--- config.mk ---
export PLATFORM = sky130hd
export DESIGN_NAME = traffic_light_top
export DESIGN_NICKNAME = d
export VERILOG_FILES = /design/src/rtl/traffic_light_top.sv
export SDC_FILE = /design/constraint.sdc
export NUM_CORES = 1
export LEC_CHECK = 0
export CAP_MARGIN = 40
export CORE_MARGIN = 1
export CORE_UTILIZATION = 53
export CTS_CLUSTER_DIAMETER = 30
export DETAILED_ROUTE_END_ITERATION = 7
export HOLD_SLACK_MARGIN = 0.08
export MAX_ROUTING_LAYER = met4
export PLACE_DENSITY_LB_ADDON = 0.08
export REMOVE_ABC_BUFFERS = 1
export SYNTH_ARGS = -nofsm -noshare
export SYNTH_HDL_FRONTEND = slang
export SYNTH_SLANG_ARGS = --single-unit
export TNS_END_PERCENT = 30
--- constraint.sdc ---
create_clock -name clk -period 2 [get_ports clk]
set_clock_uncertainty 0.1 [all_clocks]
set_input_delay 0.4 -clock clk [delete_from_list [all_inputs] [get_ports clk]]
set_output_delay 0.4 -clock clk [all_outputs]
set_load 0.005 [all_outputs]
--- src/rtl/traffic_light_top.sv ---
// -----------------------------------------------------------------------------
// traffic_light_top
//   Programmable traffic-light controller with a small 4-bit register port.
//   The host programs red/green/yellow phase durations; while start is high
//   the lamps cycle RED -> GREEN -> YELLOW -> RED, each phase lasting its
//   programmed number of cycles (a programmed 0 means 16 cycles).
//
//   Register map (addr):
//     0 STATUS   read-only, {1'b0, yellow, green, red}
//     1 RED_T    R/W red phase duration
//     2 GREEN_T  R/W green phase duration
//     3 YELLOW_T R/W yellow phase duration
//
//   Optional feature, macro TLC_COUNT_READ_EN:
//     defined   - an addr-0 read returns the current phase counter (0 in IDLE)
//     undefined - an addr-0 read returns STATUS
//
// Ports
//   clk      in   1   rising-edge clock
//   reset_b  in   1   synchronous active-low reset
//   start    in   1   level enable for the light sequence
//   cs       in   1   register-port chip select
//   write    in   1   1 = write strobe (qualified by cs), 0 = read
//   addr     in   2   register address
//   wr_data  in   DW  write data
//   red      out  1   red lamp, registered
//   green    out  1   green lamp, registered
//   yellow   out  1   yellow lamp, registered
//   rd_data  out  DW  read data, registered, one cycle after the cs read edge
// -----------------------------------------------------------------------------
module traffic_light_top #(
  parameter int DW = 4
) (
  input  logic          clk,
  input  logic          reset_b,
  input  logic          start,
  input  logic          cs,
  input  logic          write,
  input  logic [1:0]    addr,
  input  logic [DW-1:0] wr_data,
  output logic          red,
  output logic          green,
  output logic          yellow,
  output logic [DW-1:0] rd_data
);

  typedef enum logic [1:0] {
    S_IDLE   = 2'd0,
    S_RED    = 2'd1,
    S_GREEN  = 2'd2,
    S_YELLOW = 2'd3
  } state_e;

  state_e        state_q, state_d;
  logic [DW-1:0] cnt_q, cnt_d;
  logic [DW-1:0] red_t_q, red_t_d;
  logic [DW-1:0] green_t_q, green_t_d;
  logic [DW-1:0] yellow_t_q, yellow_t_d;
  logic          red_q, red_d;
  logic          green_q, green_d;
  logic          yellow_q, yellow_d;
  logic [DW-1:0] rd_data_q, rd_data_d;
  logic [DW-1:0] addr0_rd;

`ifdef TLC_COUNT_READ_EN
  // cnt_q is cleared whenever the FSM sits in IDLE, so this reads 0 there.
  assign addr0_rd = cnt_q;
`else
  assign addr0_rd = {1'b0, yellow_q, green_q, red_q};
`endif

  always_comb begin
    // NOTE: every variable gets its hold value first so no path through the
    // case/if structure below can leave one unassigned and infer a latch.
    state_d    = state_q;
    cnt_d      = cnt_q;
    red_t_d    = red_t_q;
    green_t_d  = green_t_q;
    yellow_t_d = yellow_t_q;
    rd_data_d  = rd_data_q;

    // Phase sequencing. cnt holds the cycles remaining including the current
    // one; a loaded 0 wraps to 15 on the first decrement, giving 16 cycles.
    // Durations are loaded only on entry, so mid-phase writes wait a lap.
    unique case (state_q)
      S_IDLE: begin
        if (start) begin
          state_d = S_RED;
          cnt_d   = red_t_q;
        end
      end
      default: begin
        if (!start) begin
          state_d = S_IDLE;
          cnt_d   = '0;
        end else if (cnt_q == DW'(1)) begin
          unique case (state_q)
            S_RED:    begin state_d = S_GREEN;  cnt_d = green_t_q;  end
            S_GREEN:  begin state_d = S_YELLOW; cnt_d = yellow_t_q; end
            default:  begin state_d = S_RED;    cnt_d = red_t_q;    end
          endcase
        end else begin
          cnt_d = cnt_q - DW'(1);
        end
      end
    endcase

    // Lamps are registered from the next state so they are one-hot to the
    // state the FSM occupies during the following cycle.
    red_d    = (state_d == S_RED);
    green_d  = (state_d == S_GREEN);
    yellow_d = (state_d == S_YELLOW);

    // Register port. Nothing is decoded unless cs is high, so X on
    // addr/wr_data/write while deselected cannot disturb any state.
    if (cs) begin
      if (write) begin
        unique case (addr)
          2'd1:    red_t_d    = wr_data;
          2'd2:    green_t_d  = wr_data;
          2'd3:    yellow_t_d = wr_data;
          default: ;
        endcase
      end else begin
        unique case (addr)
          2'd1:    rd_data_d = red_t_q;
          2'd2:    rd_data_d = green_t_q;
          2'd3:    rd_data_d = yellow_t_q;
          default: rd_data_d = addr0_rd;
        endcase
      end
    end else begin
      rd_data_d = '0;
    end
  end

  always_ff @(posedge clk) begin
    // NOTE: the duration registers are reset along with everything else, so a
    // mid-sequence reset also forgets the programmed timing.
    if (!reset_b) begin
      // NOTE: non-blocking assignments keep every register updating from
      // pre-edge values regardless of statement order.
      state_q    <= S_IDLE;
      cnt_q      <= '0;
      red_t_q    <= '0;
      green_t_q  <= '0;
      yellow_t_q <= '0;
      red_q      <= 1'b0;
      green_q    <= 1'b0;
      yellow_q   <= 1'b0;
      rd_data_q  <= '0;
    end else begin
      state_q    <= state_d;
      cnt_q      <= cnt_d;
      red_t_q    <= red_t_d;
      green_t_q  <= green_t_d;
      yellow_t_q <= yellow_t_d;
      red_q      <= red_d;
      green_q    <= green_d;
      yellow_q   <= yellow_d;
      rd_data_q  <= rd_data_d;
    end
  end

  assign red     = red_q;
  assign green   = green_q;
  assign yellow  = yellow_q;
  assign rd_data = rd_data_q;

endmodule

# Word level (Yosys, flattened, before mapping)

Index checks and enable logic that the tools add are counted.

Output and inout port bits: 7
Input bits: 11
Word-level logic and storage cells: 36
Register bits: 25

$add $sub $neg: 1
Mux-type cells: 11
Eq/ne operators: 10
Reductions and logical operators: 5

Operators with widths:

| cell                                                                  | count |
|---|---|
| 4-bit 2-to-1 mux                                                      | 4 |
| 4-bit case mux with 3 select lines                                    | 1 |
| 2-bit equality test, second input constant                            | 5 |
| 3-bit AND reduction                                                   | 3 |
| 2-bit 2-to-1 mux                                                      | 4 |
| 4-bit case mux with 2 select lines                                    | 1 |
| 2-bit by 1-bit equality test with 1-bit output, second input constant | 3 |
| 4-bit by 1-bit equality test with 1-bit output, second input constant | 1 |
| 2-bit case mux with 2 select lines                                    | 1 |
| 4-bit by 1-bit subtractor with 4-bit output, second input constant    | 1 |
| 2-bit zero test                                                       | 1 |
| 2-bit != test, second input constant                                  | 1 |
| 2-bit AND reduction                                                   | 1 |

# Longest topological paths before layout

Gate-level depths: netlist of run 1.

Depth after elaboration: 6
Mapped depth: 7
Mapped depth without buffers: 6

# Worst setup path before layout of run 1

OpenSTA, ideal clock, no wires.

Path kind: flip-flop to flip-flop
Start: reg cnt_q[1]
End: reg state_q[1]
Path buffers: 0
Stages on the path, launching flop included: 7
Required time: 1.784 ns
Library setup time: 0.116 ns
Arrival: 1.493 ns
Clock period less this slack: 1.709 ns
Slack: 0.291 ns
Path through: dfxtp_1 -> inv_1 -> ha_1 -> or3b_4 -> mux2i_1 -> a31oi_1 -> and2b_2

Longest elaborated chain between the ends: 4

RTL lines:

| what                                           | RTL line | RTL |
|---|---|---|
| start, declared                                | 55       | `logic [DW-1:0] cnt_q, cnt_d;` |
| start signal, assigned                         | 154      | `cnt_q <= cnt_d;` |
| 4-bit by 1-bit equality test with 1-bit output | 96       | `end else if (cnt_q == DW'(1)) begin` |
| 2-bit 2-to-1 mux                               | 96       |  |
| 2-bit 2-to-1 mux                               | 93       | `if (!start) begin` |
| 2-bit 2-to-1 mux                               | 85       | `unique case (state_q)` |
| end signal, assigned                           | 153      | `state_q <= state_d;` |
| end, declared                                  | 54       | `state_e state_q, state_d;` |

No other way between the ends.
A chain may end at the register's enable or synchronous reset.

# Worst setup path in the final report of run 1

Start: reg cnt_q[1]
End: reg yellow_q, in the netlist yellow

Longest elaborated chain between the ends: 5

RTL lines:

| what                                           | RTL line | RTL |
|---|---|---|
| 4-bit by 1-bit equality test with 1-bit output | 96       |  |
| 2-bit 2-to-1 mux                               | 96       |  |
| 2-bit 2-to-1 mux                               | 93       |  |
| 2-bit 2-to-1 mux                               | 85       |  |
| 2-bit equality test                            | 112      | `yellow_d = (state_d == S_YELLOW);` |
| end signal, assigned                           | 160      | `yellow_q <= yellow_d;` |
| end, declared                                  | 61       | `logic yellow_q, yellow_d;` |

No other way between the ends.

==> reports/summary.txt, run 1 <==
H-tree levels: 1
Required time of the worst setup path: 2130 ps
Total die area: 0.00263 sq mm
Std-Cell Core Area: 0.00225 sq mm
Leading cell types in the layout, fill and taps excluded: sky130_fd_sc_hd__dfxtp_1 (25), sky130_fd_sc_hd__clkdlybuf4s50_1 (17), sky130_fd_sc_hd__mux2i_1 (16)
Count of unique library cells instantiated by Yosys: 35
Area of the multi-input gates: 726 sq um
Setup tns final: 0 ps
Crit path time final: 1880 ps
Final hold violation count: 0
Wire length of the first global-routing pass: 4.73 mm
Combined area of all synthesized cells: 0.00129 sq mm
CTS tree: yes
Total CTS buffers: 3
Area post-placement: 0.00150 sq mm
Met2 capacity usage during global routing: 36.4%
Sequential share of the synthesized area: 38.8%
Total DRC errors in the routed layout: 0
Worst ir drop on vdd: 0.502 mV
Net count of the finished layout: 165
Transition time at the pin with the least slew margin: 424 ps
Count of TritonRoute iterations in the first routing pass: 4
Maximum buffer depth of the clock tree: 2
Total half-perimeter wirelength after legalization and detailed placement: 2.06 mm
Number of placed instances with taps included: 172
Total power per unit cell area: 602 mW/mm^2
Pin count of the biggest net entering global routing: 16
Count of fill cells added during filler insertion: 205
Average size of a mapped cell: 9.99 sq um
Later-pin clock latency in the skew report: 320 ps
GR Layer Usage met1: 35.7%
Async SR Flop Fraction: 0%
Max-slew violations: 0
Number of top-level pins: 18
Buffer type at the clock tree root: sky130_fd_sc_hd__clkbuf_4
Remaining number of nets flagged by the antenna check after routing: 0
Worst setup SP type: flip-flop
Average routed wire per standard cell: 15.7 um
Via count normalized by instance count: 5.90
Routed via count: 1039
Die boundary height: 51.3 um
Final Instance Area: 0.00153 sq mm
Standby leakage power: 0.643 nW
Number of maximum-capacitance constraint violations: 0
Routability-driven placement congestion ratio: 0.868
Last element of the critical path: yellow
Flops & latches, synth: 25
Sum of overflow across all layers after global routing: 0
FF+latch area: 500 sq um
Leading cell type in the layout, fill and taps excluded: sky130_fd_sc_hd__dfxtp_1
Highest attainable clock frequency: 0.533 GHz
Biggest fanout along the worst timing path: 5
Detailed Route WL: 2.76 mm
Layer carrying the most global-route usage: met2
Area growth, synth to finish: 18.9%
Met3 demand-to-capacity share in global routing: 4.46%
Post-route worst setup slack: 123 ps
Top flip-flop cell by instance count after synthesis: sky130_fd_sc_hd__dfxtp_1
Initial DRC count: 27
Filler-free cell count of the finished design: 176
Worst reg-to-reg path cell count: 6
Antenna cell count: 0
Critical Path Source: cnt_q[1]
Max-slew headroom: 71.6%
Capturing point of the worst reg2reg path: yellow
Cell count after synthesis: 129
Share of final-layout standard cells stronger than drive strength 1: 14.2%
Vias in the first global route: 969
Total routing usage reported by global routing: 25.4%
Number of buffers added for setup after CTS: 0
Type of the tightest min-delay check: flip-flop to flip-flop
Post-CTS clock slew at the launch and capture registers of the worst setup and hold paths: 140 ps
Type of the worst setup path: flip-flop to flip-flop
Initial Utilization: 57.2%
Die outline width: 51.3 um
Setup slack, reg-to-reg: 120 ps
Critical path data arrival time: 2000 ps
Number of standard-cell rows in the floorplan: 17
Sort of element at the end of the critical path: flip-flop
Number of clock sinks: 25
Setup repair after global routing missed its margin: no
Tcrit/Tclk final: 93.8%
Minimum hold slack: 381 ps
Total number of yosys warnings: 0
Number of antenna violations at the first check in global routing: 0
Post-synth EDFFs: 0
Start of the worst register-to-register path: cnt_q[1]
Result of the run: completed
Placement-stage worst setup slack: -16.9 ps
I/O Buffers: 17
Final setup violation count: 0
[report_power, final]
part | total [W] | leakage, nW | switching, W | internal (W)
combinational | 0.000160 | 0.425 | 0.0000770 | 0.0000827
sequential | 0.000531 | 0.203 | 0.0000161 | 0.000515
clock | 0.000233 | 0.0139 | 0.000156 | 0.0000763
[worst min-delay path by stage]
stage	cells after the start	start	end	slack (ps)
CTS	2	rd_data[3]	rd_data[3]	390
finish	2	rd_data[3]	rd_data[3]	380
global route	2	rd_data[3]	rd_data[3]	430
global placement	2	rd_data[3]	rd_data[3]	370
detailed placement	2	rd_data[3]	rd_data[3]	370
floorplan	2	rd_data[3]	rd_data[3]	370
[Yosys cell counts (all sizes together) (3+ instances only)]
library cell | count | area share (%)
clkbuf | 4 | 1.2
o21ai | 7 | 2.7
nor2 | 6 | 1.7
buf | 3 | 1.6
ha | 5 | 4.9
mux4 | 3 | 5.2
a31oi | 4 | 1.9
dfxtp | 25 | 39
mux2i | 16 | 12
inv | 9 | 2.6
a22oi | 3 | 1.7
nor2b | 12 | 5.8
nand2 | 3 | 0.87
[final cells by class]
class,count,share of cell area [%]
Clock inverter,1,0.490
Inverter,9,2.20
Multi-Input combinational cell,88,47.3
Sequential cell,25,32.7
Timing Repair Buffer,22,13.6
Clock buffer,3,1.47
Tap cell,28,2.29
[worst max-delay path: stages (launching register included)]
cell                      delay, ps
sky130_fd_sc_hd__dfxtp_1        370
sky130_fd_sc_hd__inv_1           90
sky130_fd_sc_hd__ha_1           170
sky130_fd_sc_hd__or3b_4         420
sky130_fd_sc_hd__mux2i_1        160
sky130_fd_sc_hd__a31oi_2        250
sky130_fd_sc_hd__and3b_2        240
[layer usage]
layer  up-vias  part of all wire, %
met5         -                    0
met4         0                  1.2
met3         4                  4.6
met2        35                   44
met1       494                   50
li1        506                    -
[cells by family after synthesis]
| logic type | after synthesis | synth area share (%) |
|---|---|---|
| flops | 25 | 38.8 |
| fa+ha+maj | 5 | 4.85 |
| simple gates | 34 | 15.8 |
| mux | 21 | 19.4 |
| compound gates | 28 | 15.7 |
| buf+inv | 16 | 5.34 |
[repair_timing]
action | 4_1_cts | 5_1_grt
resized for setup | 0 | 1
hold buffers | 0 | 0
setup endpoints to repair | 0 | 2
[through the flow]
stage	power (W)	util, %
6_report	0.000923	68.0
3_3_place_gp	0.000695	66.4
3_5_place_dp	0.000697	66.4
2_1_floorplan	0.000625	-
5_1_grt	0.000973	68.0
4_1_cts	0.000930	67.7
[state kept, by name, summed over array words and instances (netlist names)]
signal	flops
cnt_q	4
green_t_q	4
rd_data	4
red_t_q	4
yellow_t_q	4
state_q	2
green	1
red	1
yellow	1
Note: power is estimated with default switching activity, not from simulation.
==> run 2: changes to the inputs <==
TNS_END_PERCENT = default   (was 30)
==> results of run 2 <==
No change in the layout: final DEF, timing and power equal those of run 1.
==> run 3: changes to the inputs <==
CORE_UTILIZATION = 40   (was 53)
PLACE_DENSITY = 0.62   (was default)
PLACE_DENSITY_LB_ADDON = default   (was 0.08)
==> run 3 against run 2 <==
First-iteration DRC count is 11% lower. Count of clock-buffer cells in the layout stayed put. Hold slack better by 12 ps. Largest power group unchanged.
==> reports/summary.txt, run 3 (synthesis gave the netlist of run 1 again) <==
Result of the run: completed
Cell count of the worst hold path: 2 (unchanged)
I/O Buffers: 17 (unchanged)
Max-slew headroom: 74.4% (+2.8 points)
Filler-free cell count of the finished design: 193 (+9.7%)
Biggest fanout along the worst timing path: 5 (unchanged)
Type of the worst setup path: flip-flop to flip-flop
Critical path data arrival time: 2050 ps (+50 ps)
Count of fill cells added during filler insertion: 292 (+42%)
Setup tns final: 0 ps (unchanged)
Number of clock sinks: 25 (unchanged)
Routability-driven placement congestion ratio: 0.820 (-5.5%)
Post-route worst setup slack: 92.3 ps (-31.0 ps)
Number of placed instances with taps included: 189 (+9.9%)
Maximum buffer depth of the clock tree: 2 (unchanged)
Type of the tightest min-delay check: flip-flop to flip-flop
Wire length of the first global-routing pass: 4.69 mm (-0.72%)
Highest attainable clock frequency: 0.524 GHz (-1.6%)
Post-CTS clock slew at the launch and capture registers of the worst setup and hold paths: 150 ps (about the same)
Sum of overflow across all layers after global routing: 0 (unchanged)
Required time of the worst setup path: 2150 ps (+20 ps)
Total CTS buffers: 3 (unchanged)
Die boundary height: 58.8 um (+15%)
Worst ir drop on vdd: 0.318 mV (-37%)
Area growth, synth to finish: 21.2%
Share of final-layout standard cells stronger than drive strength 1: 14.8% (+0.58 points)
Buffer type at the clock tree root: sky130_fd_sc_hd__clkbuf_4
Sort of element at the end of the critical path: flip-flop
Count of TritonRoute iterations in the first routing pass: 4 (unchanged)
Antenna cell count: 0 (unchanged)
Tcrit/Tclk final: 95.4% (+1.5 points)
CTS tree: yes
Total die area: 0.00345 sq mm (+31%)
Placement-stage worst setup slack: -0.0878 ps (+16.8 ps)
Total half-perimeter wirelength after legalization and detailed placement: 2.17 mm (+5.5%)
Remaining number of nets flagged by the antenna check after routing: 0 (unchanged)
Detailed Route WL: 2.87 mm (+4.0%)
Net count of the finished layout: 166 (+0.61%)
Total power per unit cell area: 605 mW/mm^2 (+0.50%)
Final hold violation count: 0 (unchanged)
Max-slew violations: 0 (unchanged)
Number of buffers added for setup after CTS: 0 (unchanged)
Leading cell types in the layout, fill and taps excluded: sky130_fd_sc_hd__dfxtp_1 (25), sky130_fd_sc_hd__clkdlybuf4s50_1 (17), sky130_fd_sc_hd__mux2i_1 (16)
Setup repair after global routing missed its margin: no
Area post-placement: 0.00152 sq mm (+1.8%)
H-tree levels: 1 (unchanged)
Die outline width: 58.8 um (+15%)
Number of standard-cell rows in the floorplan: 20 (+3)
Pin count of the biggest net entering global routing: 19 (+3)
Average routed wire per standard cell: 14.9 um (-5.2%)
Number of maximum-capacitance constraint violations: 0 (unchanged)
Minimum hold slack: 394 ps (+12.2 ps)
Crit path time final: 1910 ps (+31.0 ps)
Number of antenna violations at the first check in global routing: 0 (unchanged)
Total DRC errors in the routed layout: 0 (unchanged)
Final setup violation count: 0 (unchanged)
Initial DRC count: 24 (-11%)
Standby leakage power: 0.651 nW (+1.3%)
Total routing usage reported by global routing: 19.0% (-6.4 points)
Leading cell type in the layout, fill and taps excluded: sky130_fd_sc_hd__dfxtp_1
Transition time at the pin with the least slew margin: 374 ps (-50.3 ps)
Std-Cell Core Area: 0.00305 sq mm (+35%)
Final Instance Area: 0.00156 sq mm (+1.9%)
Worst reg-to-reg path cell count: 6 (unchanged)
Worst setup SP type: flip-flop
Initial Utilization: 42.2% (-15 points)
Number of top-level pins: 18 (unchanged)
Via count normalized by instance count: 5.48 (-7.2%)
Routed via count: 1057 (+1.7%)
Later-pin clock latency in the skew report: 340 ps (+20 ps)
Vias in the first global route: 1000 (+3.2%)
run 3: final timing paths:
check / from / to / slack, ps
max: cnt_q[1] / state_q[1] / 90
min: rd_data[3] / rd_data[3] / 390
min reg2reg: rd_data[3] / rd_data[3] / 390
max reg2reg: cnt_q[1] / state_q[1] / 90
run 3: final cells by class:
type | instances | area (sq um) | area share, %
multi-input cells | 88 | 726 | 46.5
flip-flops and latches | 25 | 500 | 32.1
repair buffers | 23 | 215 | 13.8
well taps | 44 | 55.1 | 3.53
inverters | 9 | 33.8 | 2.16
clock buffers | 3 | 22.5 | 1.44
clock inverters | 1 | 8.76 | 0.561
run 3: worst max-delay path, stage by stage (launching register included):
cell and delay [ps]:
sky130_fd_sc_hd__dfxtp_1 370, sky130_fd_sc_hd__inv_1 90, sky130_fd_sc_hd__ha_1 160, sky130_fd_sc_hd__or3b_4 420, sky130_fd_sc_hd__mux2i_1 170, sky130_fd_sc_hd__a31oi_2 280, sky130_fd_sc_hd__and2b_2 250
run 3: routing by layer:
| layer | track usage (%) | vias up | wire (um) |
|---|---|---|---|
| met3 | 2.64 | 10 | 126 |
| met4 | 8.84 | 0 | 78 |
| met2 | 27.9 | 36 | 1250 |
| met5 | - | - | 0 |
| li1 | - | 511 | - |
| met1 | 25.9 | 500 | 1420 |
run 3: timing repair:
item | 4_1_cts | 5_1_grt
gates resized for setup | 0 | 1
hold buffers | 0 | 0
endpoints found under the setup margin | 0 | 1
run 3: power by group:
group          internal, W  switching, W  leakage, nW
Combinational    0.0000836     0.0000777        0.430
Clock            0.0000818      0.000172       0.0183
Sequential        0.000515     0.0000154        0.203
run 3: per-stage QoR:
stage          util, %  power, W
2_1_floorplan        -  0.000625
3_3_place_gp      49.9  0.000696
3_5_place_dp      49.9  0.000700
4_1_cts           50.9  0.000946
5_1_grt           51.1  0.000989
6_report          51.1  0.000945
